==> config.mk <==
export PLATFORM = sky130hd
export DESIGN_NAME = iter_counter
export DESIGN_NICKNAME = d
export VERILOG_FILES = /design/src/rtl/iter_counter_pkg.sv /design/src/rtl/iter_counter.sv
export SDC_FILE = /design/constraint.sdc
export NUM_CORES = 1
export LEC_CHECK = 0
export CORE_ASPECT_RATIO = 1.2
export CORE_UTILIZATION = 40
export DETAILED_ROUTE_END_ITERATION = 8
export PLACE_DENSITY = 0.68
export SYNTH_ARGS = -nofsm -noshare
export SYNTH_HDL_FRONTEND = slang
export SYNTH_SLANG_ARGS = --single-unit
==> constraint.sdc <==
create_clock -name clk_i -period 2.3 [get_ports clk_i]
set_clock_uncertainty 0.15 [all_clocks]
set_input_delay 0.69 -clock clk_i [delete_from_list [all_inputs] [get_ports clk_i]]
set_output_delay 0.69 -clock clk_i [all_outputs]
set_load 0.05 [all_outputs]
==> src/rtl/iter_counter_pkg.sv <==
// ---------------------------------------------------------------------------
// iter_counter_pkg
//
// Shared types and constants for the iteration counter.
//   iter_state_e      : FSM state encoding (IDLE, RUN, DONE).
//   MODE_ONESHOT_BIT  : mode bit selecting one-shot (1) or free-run wrap (0).
//   MODE_DOWN_BIT     : mode bit selecting down (1) or up (0) counting.
//   mode_is_oneshot / mode_is_down : decode helpers for a 2-bit mode word.
// ---------------------------------------------------------------------------
package iter_counter_pkg;

    typedef enum logic [1:0] {
        IDLE = 2'd0,
        RUN  = 2'd1,
        DONE = 2'd2
    } iter_state_e;

    localparam int MODE_ONESHOT_BIT = 0;
    localparam int MODE_DOWN_BIT    = 1;

    function automatic logic mode_is_oneshot(input logic [1:0] mode);
        return mode[MODE_ONESHOT_BIT];
    endfunction

    function automatic logic mode_is_down(input logic [1:0] mode);
        return mode[MODE_DOWN_BIT];
    endfunction

endpackage : iter_counter_pkg

==> src/rtl/iter_counter.sv <==
// ---------------------------------------------------------------------------
// iter_counter
//
// Mode-selectable iteration counter with a start/busy/done handshake. Counts
// up or down over a programmable period N (max_i, 0 meaning 2^Width), either
// free-running with a wrap tick or as a one-shot that reports completion.
// Mode and period are captured when a start is accepted, so the requester may
// change them while a run is in progress.
//
// Ports:
//   clk_i    in   1      clock, rising edge
//   rst_i    in   1      asynchronous active-high reset
//   clr_i    in   1      synchronous clear: IDLE with count 0
//   start_i  in   1      start request, accepted in IDLE or DONE
//   stop_i   in   1      abort the current run (RUN only)
//   ena_i    in   1      count enable (RUN only)
//   mode_i   in   2      bit0 one-shot, bit1 down; latched at start
//   max_i    in   Width  period N, latched at start (0 = 2^Width)
//   cnt_o    out  Width  current count (registered)
//   tick_o   out  1      terminal-count step strobe (combinational)
//   busy_o   out  1      high while in RUN
//   done_o   out  1      one-cycle completion pulse (DONE state)
//
// Width must be at least 2.
// ---------------------------------------------------------------------------
module iter_counter
    import iter_counter_pkg::*;
#(
    parameter int Width = 4
) (
    input  logic             clk_i,
    input  logic             rst_i,
    input  logic             clr_i,
    input  logic             start_i,
    input  logic             stop_i,
    input  logic             ena_i,
    input  logic [1:0]       mode_i,
    input  logic [Width-1:0] max_i,
    output logic [Width-1:0] cnt_o,
    output logic             tick_o,
    output logic             busy_o,
    output logic             done_o
);

    // -----------------------------------------------------------------------
    // State, count and latched configuration
    // -----------------------------------------------------------------------
    iter_state_e      state_q, state_d;
    logic [Width-1:0] cnt_q,   cnt_d;
    logic [1:0]       mode_q,  mode_d;
    logic [Width-1:0] max_q,   max_d;

    // -----------------------------------------------------------------------
    // Datapath: derived from the latched configuration for the current run
    // -----------------------------------------------------------------------
    logic             down_q;
    logic             oneshot_q;
    logic [Width-1:0] last_up;        // max-1, modulo 2^Width
    logic [Width-1:0] reload_val;     // start value of the running config
    logic [Width-1:0] new_start_val;  // start value of the incoming config
    logic [Width-1:0] step_val;       // count after one enabled step
    logic             at_terminal;
    logic             run_step;       // an enabled step actually happens

    assign down_q    = mode_is_down(mode_q);
    assign oneshot_q = mode_is_oneshot(mode_q);

    // max=0 gives last_up = all ones, which yields the full 2^Width period
    // without any special case.
    assign last_up       = max_q - Width'(1);
    assign reload_val    = down_q ? last_up : '0;
    assign new_start_val = mode_is_down(mode_i) ? (max_i - Width'(1)) : '0;
    assign step_val      = down_q ? (cnt_q - Width'(1)) : (cnt_q + Width'(1));
    assign at_terminal   = down_q ? (cnt_q == '0) : (cnt_q == last_up);

    // stop_i and clr_i both pre-empt a step, so neither may produce a tick.
    assign run_step = (state_q == RUN) && ena_i && !stop_i && !clr_i;

    // -----------------------------------------------------------------------
    // Next-state / next-count logic
    // -----------------------------------------------------------------------
    // NOTE: every signal driven here gets a default first, so no path leaves
    // it unassigned and no latch is inferred; blocking assignments are correct
    // inside combinational processes.
    always_comb begin
        state_d = state_q;
        cnt_d   = cnt_q;
        mode_d  = mode_q;
        max_d   = max_q;

        if (clr_i) begin
            state_d = IDLE;
            cnt_d   = '0;
        end else begin
            unique case (state_q)
                IDLE: begin
                    if (start_i) begin
                        mode_d  = mode_i;
                        max_d   = max_i;
                        cnt_d   = new_start_val;
                        state_d = RUN;
                    end
                end

                RUN: begin
                    if (stop_i) begin
                        state_d = IDLE;
                    end else if (ena_i) begin
                        if (at_terminal) begin
                            if (oneshot_q) begin
                                // Count holds the terminal value into DONE.
                                state_d = DONE;
                            end else begin
                                cnt_d = reload_val;
                            end
                        end else begin
                            cnt_d = step_val;
                        end
                    end
                end

                DONE: begin
                    // A start here chains the next run with no IDLE gap.
                    if (start_i) begin
                        mode_d  = mode_i;
                        max_d   = max_i;
                        cnt_d   = new_start_val;
                        state_d = RUN;
                    end else begin
                        state_d = IDLE;
                    end
                end

                default: begin
                    state_d = IDLE;
                end
            endcase
        end
    end

    // -----------------------------------------------------------------------
    // Registers
    // -----------------------------------------------------------------------
    // NOTE: sequential state uses non-blocking assignments so every register
    // samples the pre-edge values, independent of statement order.
    always_ff @(posedge clk_i or posedge rst_i) begin
        if (rst_i) begin
            state_q <= IDLE;
            cnt_q   <= '0;
            mode_q  <= '0;
            max_q   <= '0;
        end else begin
            state_q <= state_d;
            cnt_q   <= cnt_d;
            mode_q  <= mode_d;
            max_q   <= max_d;
        end
    end

    // -----------------------------------------------------------------------
    // Outputs
    // -----------------------------------------------------------------------
    assign cnt_o  = cnt_q;
    assign tick_o = run_step && at_terminal;
    assign busy_o = (state_q == RUN);
    assign done_o = (state_q == DONE);

endmodule : iter_counter

; ---- Word level (Yosys, flattened, before mapping)
; Cells that the tools add are included.
[totals]
regBits = 12
latchBits = 0
mem_bits_rw = 0
mem_bits_ro = 0
output_inout_bits = 7
memories = 0
[classes]
add_sub_neg = 4
mul = 0
n_div = 0
order_cmp = 0
eq_ne = 11
n_shift = 0
mux = 19
bitwise = 1
reduce_logical = 13
[ops]
columns = cell, count
row1 = $mux W4, 9
row2 = $mux W2, 6
row3 = $sub A4 B1 Y4 const B, 3
row4 = $ne A3 B3 Y1 const B, 3
row5 = $ne A4 B3 Y1 const B, 2
row6 = $ne A4 B4 Y1 const B, 2
row7 = $pmux W4 S2, 1
row8 = $pmux W2 S3, 1
row9 = $reduce_and A5 Y1, 1
row10 = $add A4 B1 Y4 const B, 1
row11 = $eq A4 B4 Y1, 1
row12 = $logic_and A1 B1 Y1, 4
row13 = $logic_not A4 Y1, 1
row14 = $reduce_and A4 Y1, 1
row15 = $ne A3 B1 Y1 const B, 1
row16 = $reduce_and A3 Y1, 1
row17 = $reduce_bool A3 Y1, 1
row18 = $eq A2 B1 Y1 const B, 1
row19 = $eq A2 B2 Y1 const B, 1
row20 = $logic_not A1 Y1, 2
row21 = $logic_not A2 Y1, 1
row22 = $mux W1, 2
row23 = $reduce_or A2 Y1, 1
row24 = $not A1 Y1, 1

; ---- Depth between registers and ports, before layout
[logic_depth]
word_depth = 8
mapped_depth = 8
ltp_nobuf = 8

; ---- Least setup slack after synthesis
; No wires, ideal clock.
[synth_timing]
path_type = reg-to-output
start = register max_q[0]
end = output tick_o
t_arrival_ns = 1.851
t_required_ns = 1.460
path_slack_ns = -0.391
path_stages_with_launch = 7
path_buffers = 0
cell_sequence = dfrtp_1 inv_1 ha_1 xor2_1 nand3_1 o31ai_4 and3_1
[synth_via]
elab_chain_len = 4
[synth_rtl]
columns = item, line
row1 = "start, declared", iter_counter.sv:51  ; logic [Width-1:0] max_q, max_d;
row2 = "start signal, assigned", iter_counter.sv:156  ; max_q <= max_d;
row3 = $sub A4 B1 Y4, iter_counter.sv:70  ; assign last_up = max_q - Width'(1);
row4 = $eq A4 B4 Y1, iter_counter.sv:74  ; assign at_terminal = down_q ? (cnt_q == '0) : (cnt_q == last_up);
row5 = $mux W1, iter_counter.sv:74
row6 = $logic_and A1 B1 Y1, iter_counter.sv:164  ; assign tick_o = run_step && at_terminal;
row7 = "end, declared", iter_counter.sv:40  ; output logic tick_o,
; Every way passes these cells.

; ---- Worst setup path in the final report
[layout_timing]
start = input clr_i
end = output tick_o
[layout_via]
elab_chain_len = 3
[layout_rtl]
columns = item, line
row1 = "start, declared", iter_counter.sv:33  ; input logic clr_i,
row2 = $logic_not A1 Y1, iter_counter.sv:77  ; assign run_step = (state_q == RUN) && ena_i && !stop_i && !clr_i;
row3 = $logic_and A1 B1 Y1, iter_counter.sv:77
row4 = $logic_and A1 B1 Y1, iter_counter.sv:164
; Every way passes these cells.

==> flow_metrics.py <==
metrics = {
    "outcome": {
        "status": "finished, violations left",
        "violations": "setup timing",
    },
    "critical_path": {
        "worstSetupEndpointType": "output port",
        "crit_fanout": 2,
        "rr_startpoint": "max_q[1]$_DFFE_PP0P_",
        "cp-start-kind": "input pin",
        "worstSetupPathType": "input pin to output port",
        "crit_arrival_ps": 1810,
        "startpoint": "clr_i",
        "crit_required_ps": 1460,
    },
    "final_layout": {
        "multi_input_area_sq_um": 618,
        "syn_to_final_growth_pct": 59.5,
        "nNetsFinal": 156,
        "regArea_sq_um": 304,
        "most-common-layout-cells": "buf_4, clkdlybuf4s50_1, nand2_1",
        "antenna_cells": 0,
        "layout_commonest_cell": "buf_4",
        "n_fill_cell": 173,
        "post-route-util": 0.682,
        "drive_gt1_frac": 0.435,
    },
    "detailed_routing": {
        "drt_iter0_markers": 9,
        "wl_per_cell_um": 13.7,
        "routed_wl_um": 2300,
        "vias_per_cell": 4.96,
        "vias": 833,
        "drcViolationCount": 0,
        "drt_pass1_iterations": 4,
        "final_antenna_net_count": 0,
    },
    "floorplanning": {
        "die_area_sq_mm": 0.00243,
        "die_x_um": 45.2,
        "ioPinCount": 19,
        "die_y_um": 53.8,
        "design.core.area_sq_mm": 0.00209,
        "row_count": 18,
        "start_util": 0.428,
    },
    "clock_network": {
        "cts.path.max_buffers": 2,
        "ctsHtreeMaxLevel": 1,
        "clock_latency_ps": 280,
        "cts_tree": "built",
        "cts_made_buffers": 3,
        "cts-root-buf": "clkbuf_4",
        "path_clk_slew_ps": 80,
        "ctsHoldBuffers": 0,
        "cts_sinks": 12,
    },
    "placement": {
        "dpl.hpwl_um": 1770,
        "io_buffers": 18,
        "place_congestion": 0.790,
    },
    "sta": {
        "period_share": 1.15,
        "rsz0062_at_grt": "true",
        "setup_viol": 5,
        "hold_violations": 0,
        "postLayoutSetupSlackWorst_ps": -354,
        "layout_min_cycle_time_ps": 2650,
        "maxSlewViolCount": 0,
        "tightest_slew_ps": 498,
        "max_slew_margin": 0.668,
        "max_freq_mhz": 377,
        "fin_setup_tns_ps": -1140,
    },
    "power_and_ir_drop": {
        "p_leak_nw": 0.629,
        "powerDensity_mw_per_mm2": 695,
        "peakVddDrop_v": 0.000437,
    },
    "global_route": {
        "antenna_found_initial": 0,
        "grt_pass1_wl_um": 3430,
        "grt_pass1_vias": 788,
        "grtUsageTotal": 0.202,
        "grt_max_degree": 13,
        "overflow": 0,
    },
    "logic_synthesis": {
        "netlist_area_sq_um": 896,
        "synthTopCellsByArea": "dfrtp_1, xnor2_1, ha_1",
        "yosysTopAreaCellShare": 0.335,
        "yosysSeqAreaShare": 0.335,
        "synth_seq_cells": 12,
        "yosysUniqueCellTypes": 34,
        "yosysWarningCount": 0,
        "netlist_instances": 93,
        "syn_nets": 110,
        "synth_area_per_cell_sq_um": 9.63,
        "yosysTopAreaCell": "dfrtp_1",
    },
    "min_path": {
        "worst_hold_path_type": "register to register",
        "hp-start": "mode_q[0]$_DFFE_PP0P_",
    },
    "run": {
        "max-cap-violations": 0,
    },
}
-- power breakdown --
part | switching, mW | total, mW | leakage (nW) | internal [mW]
combinational | 0.263 | 0.533 | 0.460 | 0.271
clock | 0.0793 | 0.176 | 0.0210 | 0.0963
sequential | 0.0409 | 0.284 | 0.148 | 0.243
-- kinds of logic (layout without fill, tap and decap cells) --
group                    count (synthesis)  count (layout)  synth area share
adder cells (fa/ha/maj)                  5               5            0.0782
AO/OA/AOI/OAI                           20              20             0.196
flip-flops                              12              12             0.335
XOR/XNOR                                11              11             0.116
AND/OR/NAND/NOR                         30              30             0.182
multiplexers                             4               4            0.0475
buffers and inverters                   11              56            0.0461
-- state kept, by name (all words and copies together) (netlist names) --
signal	flops
mode_q	2
cnt_o	4
state_q	2
max_q	4
-- worst paths after layout --
check | end | slack (ps) | depth (start not counted)
worst max-delay path | tick_o | -350 | 5
worst max register to register | cnt_o[2]$_DFFE_PP0P_ | -220 | 12
worst min register to register | state_q[1]$_DFFE_PP0P_ | 370 | 1
max in group asynchronous | cnt_o[2]$_DFFE_PP0P_ | 1060 | 2
min in group asynchronous | max_q[3]$_DFFE_PP0P_ | 580 | 2
worst min-delay path | state_q[1]$_DFFE_PP0P_ | 370 | 1
-- what timing repair did --
item	CTS	global route
endpoints found under the setup margin	5	4
buffers inserted	2	4
endpoints found under the hold margin	0	0
pin swaps	4	5
gates resized for setup	4	9
-- synthesized netlist by cell type --
cell type and number:
o21ai_0 6, o32a_1 1, o31ai_4 1, mux2_2 2, dfrtp_1 12, nor3_1 5
nor3b_1 2, a221o_2 1, nand2_1 10, ha_1 4, a21o_1 2, a21oi_1 3
or3_4 1, nand3_1 2, a31oi_4 1, fa_1 1, nor3_2 1, a211oi_2 2
and2_1 1, nor4b_1 1, a311oi_1 1, xnor2_1 6, nor2b_1 1, xnor2_2 1
nand2b_1 1, mux2i_1 2, inv_1 10, clkbuf_1 1, nor2_1 3, or2b_2 1
and3_1 1, a221oi_1 1, xor2_1 4, o41ai_1 1
-- final cells by class --
class                           instances  area share
Clock buffer                            4      0.0254
Inverter                               10      0.0263
Sequential cell                        12       0.213
Tap cell                               30      0.0263
Timing Repair Buffer                   42       0.277
Multi-Input combinational cell         70       0.433
-- routing by layer --
layer / up-vias / global-route usage / part of all wire / wire [um]
met4: 0 / 0.0758 / 0.014 / 32
met5: - / 0 / 0 / 0
li1: 415 / - / - / -
met3: 4 / 0.0201 / 0.020 / 46
met2: 14 / 0.357 / 0.53 / 1210
met1: 400 / 0.250 / 0.44 / 1000
-- through the flow --
stage	hold slack [ps]	cell area, sq um	total power, mW	worst slack, ps	std cells
2_1_floorplan	327	925	0.585	-132	93
3_3_place_gp	352	1300	0.747	-394	159
3_5_place_dp	355	1300	0.760	-402	159
4_1_cts	374	1370	0.953	-391	165
5_1_grt	379	1430	1.04	-420	168
6_report	371	1430	0.993	-354	168
-- worst max-delay path, cell delays in order --
cell and delay [ps]:
clkdlybuf4s50_1 420, nand2b_1 190, nor3_2 160, and3_4 230
buf_12 130
Note: power is estimated with default switching activity, not from simulation.
